==> config.mk <==
export PLATFORM = sky130hd
export DESIGN_NAME = sudoku_cursor_fsm
export DESIGN_NICKNAME = d
export VERILOG_FILES = /design/src/rtl/sudoku_pkg.sv /design/src/rtl/sudoku_btn_action_enc.sv /design/src/rtl/sudoku_cursor_fsm.sv
export SDC_FILE = /design/constraint.sdc
export NUM_CORES = 1
export LEC_CHECK = 0
export BUFFER_PORTS_ARGS = -buffer_cell sky130_fd_sc_hd__buf_2
export CAP_MARGIN = 0
export CELL_PAD_IN_SITES_DETAIL_PLACEMENT = 0
export CELL_PAD_IN_SITES_GLOBAL_PLACEMENT = 2
export CORE_AREA = 2 2 67 94
export DETAILED_ROUTE_END_ITERATION = 6
export DIE_AREA = 0 0 69 96
export PLACE_DENSITY = 0.69
export RECOVER_POWER = 50
export SLEW_MARGIN = 20
export SYNTH_ARGS = -nofsm -noshare
export SYNTH_HDL_FRONTEND = slang
export SYNTH_SLANG_ARGS = --single-unit
export TNS_END_PERCENT = 1
==> constraint.sdc <==
create_clock -name clk -period 2.3 [get_ports clk]
set_clock_uncertainty 0.15 [all_clocks]
set_input_delay 0.345 -clock clk [delete_from_list [all_inputs] [get_ports clk]]
set_output_delay 0.345 -clock clk [all_outputs]
set_load 0.02 [all_outputs]
==> src/rtl/sudoku_pkg.sv <==
// Shared types and constants for the Sudoku cursor/command path.
// Optional build macro CURSOR_WRAP_EN selects wrap-around cursor movement in sudoku_cursor_fsm.
package sudoku_pkg;

    localparam int GRID_SIZE    = 9;
    localparam int NUM_BTNS     = 12;
    localparam int NUM_ACT_BTNS = 8;

    localparam int BTN_UP      = 0;
    localparam int BTN_DOWN    = 1;
    localparam int BTN_LEFT    = 2;
    localparam int BTN_RIGHT   = 3;
    localparam int BTN_CONFIRM = 4;
    localparam int BTN_CANCEL  = 5;
    localparam int BTN_ERASE   = 6;
    localparam int BTN_START   = 7;

    typedef enum logic [1:0] {
        S_IDLE  = 2'd0,
        S_NAV   = 2'd1,
        S_DIGIT = 2'd2,
        S_WRITE = 2'd3
    } state_t;

    // Action code is button index + 1, so the encoder can convert directly.
    typedef enum logic [3:0] {
        ACT_NONE    = 4'd0,
        ACT_UP      = 4'd1,
        ACT_DOWN    = 4'd2,
        ACT_LEFT    = 4'd3,
        ACT_RIGHT   = 4'd4,
        ACT_CONFIRM = 4'd5,
        ACT_CANCEL  = 4'd6,
        ACT_ERASE   = 4'd7,
        ACT_START   = 4'd8
    } action_t;

    typedef struct packed {
        logic [3:0] row;
        logic [3:0] col;
        logic [3:0] digit;
    } wr_req_t;

endpackage

==> src/rtl/sudoku_btn_action_enc.sv <==
// Collapses the 12-bit debounced pulse vector into one action; lowest set index of 0..7 wins.
module sudoku_btn_action_enc
    import sudoku_pkg::*;
(
    input  logic [NUM_BTNS-1:0] btn_pulse,
    output action_t             act
);

    // Buttons 8..11 have no function in this block.
    logic unused_btns;
    assign unused_btns = ^btn_pulse[NUM_BTNS-1:NUM_ACT_BTNS];

    always_comb begin
        act = ACT_NONE;
        for (int i = NUM_ACT_BTNS - 1; i >= 0; i--) begin
            if (btn_pulse[i]) act = action_t'(4'(i + 1));
        end
    end

endmodule

==> src/rtl/sudoku_cursor_fsm.sv <==
// Sudoku command FSM: cursor movement, digit entry and board-store write handshake.
// Build macro CURSOR_WRAP_EN: cursor wraps at grid edges instead of saturating.
module sudoku_cursor_fsm
    import sudoku_pkg::*;
#(
    parameter int GRID_SIZE  = sudoku_pkg::GRID_SIZE,
    parameter int WR_TIMEOUT = 16,
    parameter int TMO_W      = 5
) (
    input  logic        clk,
    input  logic        reset,
    input  logic [11:0] btn_pulse,
    input  logic        cell_fixed,
    input  logic        wr_ready,
    output logic        wr_valid,
    output logic [3:0]  cursor_row,
    output logic [3:0]  cursor_col,
    output logic [3:0]  digit,
    output logic        block_controller,
    output logic        wr_error,
    output logic [1:0]  state_dbg
);

    localparam logic [3:0]       MAX_POS  = 4'(GRID_SIZE - 1);
    localparam logic [TMO_W-1:0] TMO_LAST = TMO_W'(WR_TIMEOUT - 1);

    state_t           state;
    action_t          act;
    logic [TMO_W-1:0] tmo_cnt;

    sudoku_btn_action_enc u_enc (
        .btn_pulse (btn_pulse),
        .act       (act)
    );

    function automatic logic [3:0] pos_dec(input logic [3:0] p);
`ifdef CURSOR_WRAP_EN
        return (p == 4'd0) ? MAX_POS : p - 4'd1;
`else
        return (p == 4'd0) ? 4'd0 : p - 4'd1;
`endif
    endfunction

    function automatic logic [3:0] pos_inc(input logic [3:0] p);
`ifdef CURSOR_WRAP_EN
        return (p >= MAX_POS) ? 4'd0 : p + 4'd1;
`else
        return (p >= MAX_POS) ? MAX_POS : p + 4'd1;
`endif
    endfunction

    assign state_dbg = state;

    always_ff @(posedge clk or negedge reset) begin
        if (!reset) begin
            state            <= S_IDLE;
            cursor_row       <= 4'd0;
            cursor_col       <= 4'd0;
            digit            <= 4'd0;
            wr_valid         <= 1'b0;
            block_controller <= 1'b0;
            wr_error         <= 1'b0;
            tmo_cnt          <= '0;
        end else begin
            wr_error <= 1'b0;
            case (state)
                S_IDLE: begin
                    if (act == ACT_START) begin
                        state      <= S_NAV;
                        cursor_row <= 4'd0;
                        cursor_col <= 4'd0;
                        digit      <= 4'd0;
                    end
                end
                S_NAV: begin
                    case (act)
                        ACT_UP:    cursor_row <= pos_dec(cursor_row);
                        ACT_DOWN:  cursor_row <= pos_inc(cursor_row);
                        ACT_LEFT:  cursor_col <= pos_dec(cursor_col);
                        ACT_RIGHT: cursor_col <= pos_inc(cursor_col);
                        ACT_CONFIRM: begin
                            if (!cell_fixed) begin
                                state <= S_DIGIT;
                                digit <= 4'd1;
                            end
                        end
                        ACT_ERASE: begin
                            if (!cell_fixed) begin
                                state            <= S_WRITE;
                                digit            <= 4'd0;
                                wr_valid         <= 1'b1;
                                block_controller <= 1'b1;
                                tmo_cnt          <= '0;
                            end
                        end
                        ACT_START: state <= S_IDLE;
                        default: ;
                    endcase
                end
                S_DIGIT: begin
                    case (act)
                        ACT_UP:   digit <= (digit >= 4'd9) ? 4'd1 : digit + 4'd1;
                        ACT_DOWN: digit <= (digit <= 4'd1) ? 4'd9 : digit - 4'd1;
                        ACT_CONFIRM: begin
                            state            <= S_WRITE;
                            wr_valid         <= 1'b1;
                            block_controller <= 1'b1;
                            tmo_cnt          <= '0;
                        end
                        ACT_CANCEL: begin
                            state <= S_NAV;
                            digit <= 4'd0;
                        end
                        default: ;
                    endcase
                end
                S_WRITE: begin
                    // Handshake is tested first so a ready on the last timeout cycle still lands.
                    if (wr_ready) begin
                        state            <= S_NAV;
                        wr_valid         <= 1'b0;
                        block_controller <= 1'b0;
                        digit            <= 4'd0;
                        tmo_cnt          <= '0;
                    end else if (tmo_cnt == TMO_LAST) begin
                        state            <= S_NAV;
                        wr_valid         <= 1'b0;
                        block_controller <= 1'b0;
                        digit            <= 4'd0;
                        wr_error         <= 1'b1;
                        tmo_cnt          <= '0;
                    end else begin
                        tmo_cnt <= tmo_cnt + 1'b1;
                    end
                end
                default: state <= S_IDLE;
            endcase
        end
    end

endmodule

**Word level (Yosys, flattened, before mapping)**

Cells that the tools add are included.

- Flip-flop bits (word level): 21
- Bits in latches: 0
- RAM bits: 0
- Bits in read-only memories: 0
- Bits of input ports: 16
- Output and inout bits: 17
- Logic and storage cells: 103
- Memories kept: 0

- Add/subtract/negate cells: 7
- Multipliers: 0
- Divide/modulo/power cells: 0
- Order comparisons: 4
- Equal/unequal tests: 25
- Shift-type cells: 0
- Muxes and demuxes: 49
- Bitwise logic cells: 0
- Reductions and logical operators: 11

Operators with widths:

| operator | number |
|---|---|
| 4-bit 2-to-1 mux | 19 |
| 4-bit one-hot mux with 2 select lines | 5 |
| 5-bit 2-to-1 mux | 5 |
| 4-bit by 3-bit == test with 1-bit output, second input constant | 4 |
| 4-bit one-hot mux with 4 select lines | 1 |
| 3-bit != test, second input constant | 5 |
| 5-bit one-hot mux with 3 select lines | 1 |
| 4-bit by 1-bit adder with 4-bit output, second input constant | 3 |
| 4-bit >= comparator, second input constant | 3 |
| 4-bit one-hot mux with 3 select lines | 1 |
| 6-bit AND reduction | 2 |
| 4-bit by 1-bit subtractor with 4-bit output, second input constant | 3 |
| 2-bit 2-to-1 mux | 5 |
| 4-bit by 2-bit == test with 1-bit output, second input constant | 2 |
| 4-bit logical NOT | 2 |
| 1-bit 2-to-1 mux | 8 |
| 2-bit != test, second input constant | 4 |
| 2-bit one-hot mux with 4 select lines | 1 |
| 2-bit one-hot mux with 3 select lines | 1 |
| 3-bit AND reduction | 2 |
| 5-bit by 1-bit adder with 5-bit output, second input constant | 1 |
| 5-bit by 4-bit == test with 1-bit output, second input constant | 1 |
| 5-bit AND reduction | 1 |
| 2-bit == test, second input constant | 2 |
| other kinds (14) | 14 |

**Longest topological paths before layout**

- Depth in word-level cells: 11
- Depth in mapped cells: 8
- Gate-level depth less buffers: 7

**By module**

From an unflattened synthesis, not the netlist that was laid out.

- Cells, all modules: 213
- Area total of the unflattened synthesis: 1836.8 sq um

Modules (own cells, without submodules):

| module | instances | cells each | area an instance (sq um) | sequential area each (sq um) |
|---|---|---|---|---|
| sudoku_cursor_fsm | 1 | 201 | 1765.4 | 525.5 |
| sudoku_btn_action_enc | 1 | 12 | 71.3 | 0.0 |

**Worst setup path before layout**

Ideal clock, no wire load.

- Path type: reg-to-reg
- Start: register state[0], in the netlist state_dbg[0]
- End: register digit[2]
- Library setup time: 0.121 ns
- Arrival: 1.831 ns
- Required time: 2.029 ns
- Slack: 0.198 ns
- Stages on the path, launching flop included: 7
- Buffers on the path: 0
- Period minus slack after synthesis: 2.102 ns
- Path through: dfrtp_1 inv_1 ha_1 and3b_1 a2111oi_4 o31ai_1 a22o_1

- Cells in the longest elaborated chain, start to end: 3
- Elaborated cells on any way between the ends: 12
- Classes of those cells: eq/ne (9); mux (1); reduce/logical (2)

Ends and longest elaborated chain:

| what | RTL line | source |
|---|---|---|
| start, declared | sudoku_cursor_fsm.sv:27 | `state_t state;` |
| start signal, assigned | sudoku_cursor_fsm.sv:56 | `state <= S_IDLE;` |
| start signal, assigned | sudoku_cursor_fsm.sv:69 | `state <= S_NAV;` |
| start signal, assigned | sudoku_cursor_fsm.sv:83 | `state <= S_DIGIT;` |
| 2-bit == test (tied with other cells) | sudoku_cursor_fsm.sv:66 | `case (state)` |
| 4-bit by 1-bit != test with 1-bit output (no source line) (tied with other cells) | -- |  |
| 6-bit AND reduction (no source line) | -- |  |
| end signal, assigned | sudoku_cursor_fsm.sv:102 | `ACT_UP: digit <= (digit >= 4'd9) ? 4'd1 : digit + 4'd1;` |
| end signal, assigned | sudoku_cursor_fsm.sv:103 | `ACT_DOWN: digit <= (digit <= 4'd1) ? 4'd9 : digit - 4'd1;` |
| end, declared | sudoku_cursor_fsm.sv:18 | `output logic [3:0] digit,` |

Parallel ways exist; a longest one is shown, timed or not.
A chain may end at the register's enable or synchronous reset.

**Worst setup path after layout**

Ends and elaborated chain as after synthesis.

==> results.yml <==
global_routing:
  grt_pass1_vias: 1516
  overflow: 0
  grt_pass1_wl_um: 7086
  grt_max_degree: 22
  antenna_found_initial: 0
  grtUsageTotal_pct: 13.19
sta:
  hold_violations: 0
  slew_headroom_pct: 20.33
  setup_tns_ns: 0
  period_needed_ns: 2.041
  setup_viol_count_final: 0
  drv_slew: 0
  clock.fmax_mhz: 489.9
  rsz0062_at_grt: "false"
  tightest_slew_ns: 1.195
  timing.final.crit_share_pct: 88.75
worst_setup_path:
  slowest_stage: "a2111oi_4"
  cp_max_fo: 5
  reg2regPathDepth: 6
  critPathKind: "flop to flop"
  reg2reg_to: "digit[2]"
  worstSetupStartpointType: "flop"
  cp-end-kind: "flop"
  crit_required_ns: 2.32
  r2r_start: "state_dbg[0]"
  r2r_slack_ns: 0.26
  cp.arrival_ns: 2.06
  cpPeakStageDelay_ns: 0.48
  path_buf_inv: 1
  crit_chain: "inv_1, ha_1, a21boi_1, a2111oi_4, o31ai_1, a22o_1"
  path_delay_family: "compound AO/OA/AOI/OAI gates"
synthesis:
  syn_area_sq_mm: 0.001693
  synth_warnings: 0
  synth_area_per_cell_sq_um: 8.681
  syn_nets: 225
  seq_area_frac_synth_pct: 31.04
  synthCells: 195
  synth-seq-cells: 21
  ys_types: 44
  ys_async_sr_fraction_pct: 100.0
  synth_edf_count: 0
  ys.flop_type: "dfrtp_1"
status:
  outcome: "completed"
finish:
  area_delta_synth_final_pct: 22.17
  fillers: 622
  multi_input_area_sq_mm: 0.001104
  seq_area_sq_um: 525.5
  insertedDiodeCount: 0
  nets: 270
  final_cell_mix: "o21ai_0, dfrtp_1, buf_2"
  layout-drive-gt1-share_pct: 20.08
clock_network:
  h-tree-depth: 1
  cts_num_sinks: 21
  cts_setup_buffers: 0
  cts_root_buf: "clkbuf_8"
  ctsResizeCount: 0
  clkLatencyLatePin_ns: 0.27
  ctsHoldBuffers: 1
  numCtsBuffers: 3
  clockBufferDepth: 2
  clk_pin_slew_worst_paths_ns: 0.09
  cts_tree: "built"
placed_design:
  gp_congestion: 0.7588
  io_buffer_count: 28
  hpwl_um: 3320
route:
  dr_total_vias: 1570
  drtIter0Drc: 86
  drt-wirelength-per-cell_um: 13.74
  drt_wl_total_um: 4245
  drtAntennaViolNets: 0
  viasPerCell: 5.081
  drt_drc_violations_left: 0
  drtPass1Iterations: 4
die:
  fp.dieH_um: 96
  num_io_pins: 33
  dieArea_sq_mm: 0.006624
  die_w_um: 69
  core_region_area_sq_mm: 0.005781
  initial_core_util_pct: 29.29
  rows: 33
pwr:
  p_leak_nw: 0.9362
  power.density_mw_per_mm2: 1118
  total_power_mw: 2.313
  ir_drop_mv: 0.2803
flow_run:
  max-cap-violations: 0
min_path:
  hold_path_end: "tmo_cnt[1]"
  hp-start: "wr_ready"
  holdCritPathClass: "primary input to flop"
  hold_depth: 4
[power by group]
group	internal (mW)	total, mW	switching, mW
clock	0.121	0.254	0.133
combinational	0.629	1.41	0.784
sequential	0.480	0.645	0.165
[stage by stage]
| step | worst slack (ns) | hold WS [ns] | std cells | instance area (sq um) | util [%] |
|---|---|---|---|---|---|
| floorplan | 0.1979 | -0.1006 | 195 | 1693 | - |
| global placement | 0.07463 | 0.1941 | 304 | 2022 | 34.98 |
| detailed placement | 0.06697 | 0.2057 | 304 | 2022 | 34.98 |
| CTS | 0.2310 | 0.2384 | 309 | 2078 | 35.95 |
| global route | 0.09045 | 0.2667 | 309 | 2068 | 35.78 |
| finish | 0.2587 | 0.2371 | 309 | 2068 | 35.78 |
[cell families after synthesis]
family                     count (synthesis)  synth area share (%)
muxes                                      5                 2.957
buffers and inverters                     16                 3.769
adders and majority gates                 14                 10.35
and+or+nand+nor                           76                 25.65
xor gates and xnor gates                   1                0.5175
DFF                                       21                 31.04
AOI/OAI and AO/OA                         62                 25.72
[synthesized netlist by cell type (6+ instances only)]
master    count  area [sq um]
ha_1         14         175.2
nand2_1      18         67.56
nor2b_1       7         43.79
nor3_1       10         50.05
nor2_1       14         52.55
o21ai_0      21         105.1
a22o_1        6         52.55
inv_1        10         37.54
dfrtp_1      21         525.5
nand2b_1      7         43.79
[final cells by class]
| class | instances | share of cell area [%] |
|---|---|---|
| sequential | 21 | 25.41 |
| multi-input combinational | 158 | 53.36 |
| tap | 70 | 4.235 |
| timing repair buffer | 46 | 12.95 |
| clock inverter | 1 | 0.2420 |
| clock buffer | 3 | 1.996 |
| inverter | 10 | 1.815 |
[worst min-delay path: stages]
cell and delay (ns):
buf_2 0.08, nor2b_1 0.07, nand2_1 0.06, o21ai_0 0.06
[worst max-delay path by stage]
stage	start	endpoint	slack, ns	cells past startpoint
after global placement	btn_pulse[0]	digit[2]	0.07	6
final	state_dbg[0]	digit[2]	0.26	6
after global routing	state_dbg[1]	cursor_col[2]	0.09	7
after floorplan	state_dbg[0]	digit[2]	0.20	6
after detailed placement	btn_pulse[0]	digit[2]	0.07	6
after CTS	state_dbg[0]	digit[2]	0.23	6
[registers in the layout, indices dropped and copies added, names as in the netlist]
signal / flops
cursor_col: 4
state_dbg: 2
tmo_cnt: 5
digit: 4
wr_error: 1
cursor_row: 4
block_controller: 1
[routing by layer]
metal  share of wire [%]  track usage [%]  up-vias
li1                    -                -      808
met1                  44            16.54      732
met2                  52            23.88       25
met3                 2.5            1.466        5
met4                 1.5            3.922        0
met5                   0                0        -
Note: power is estimated with default switching activity, not from simulation.
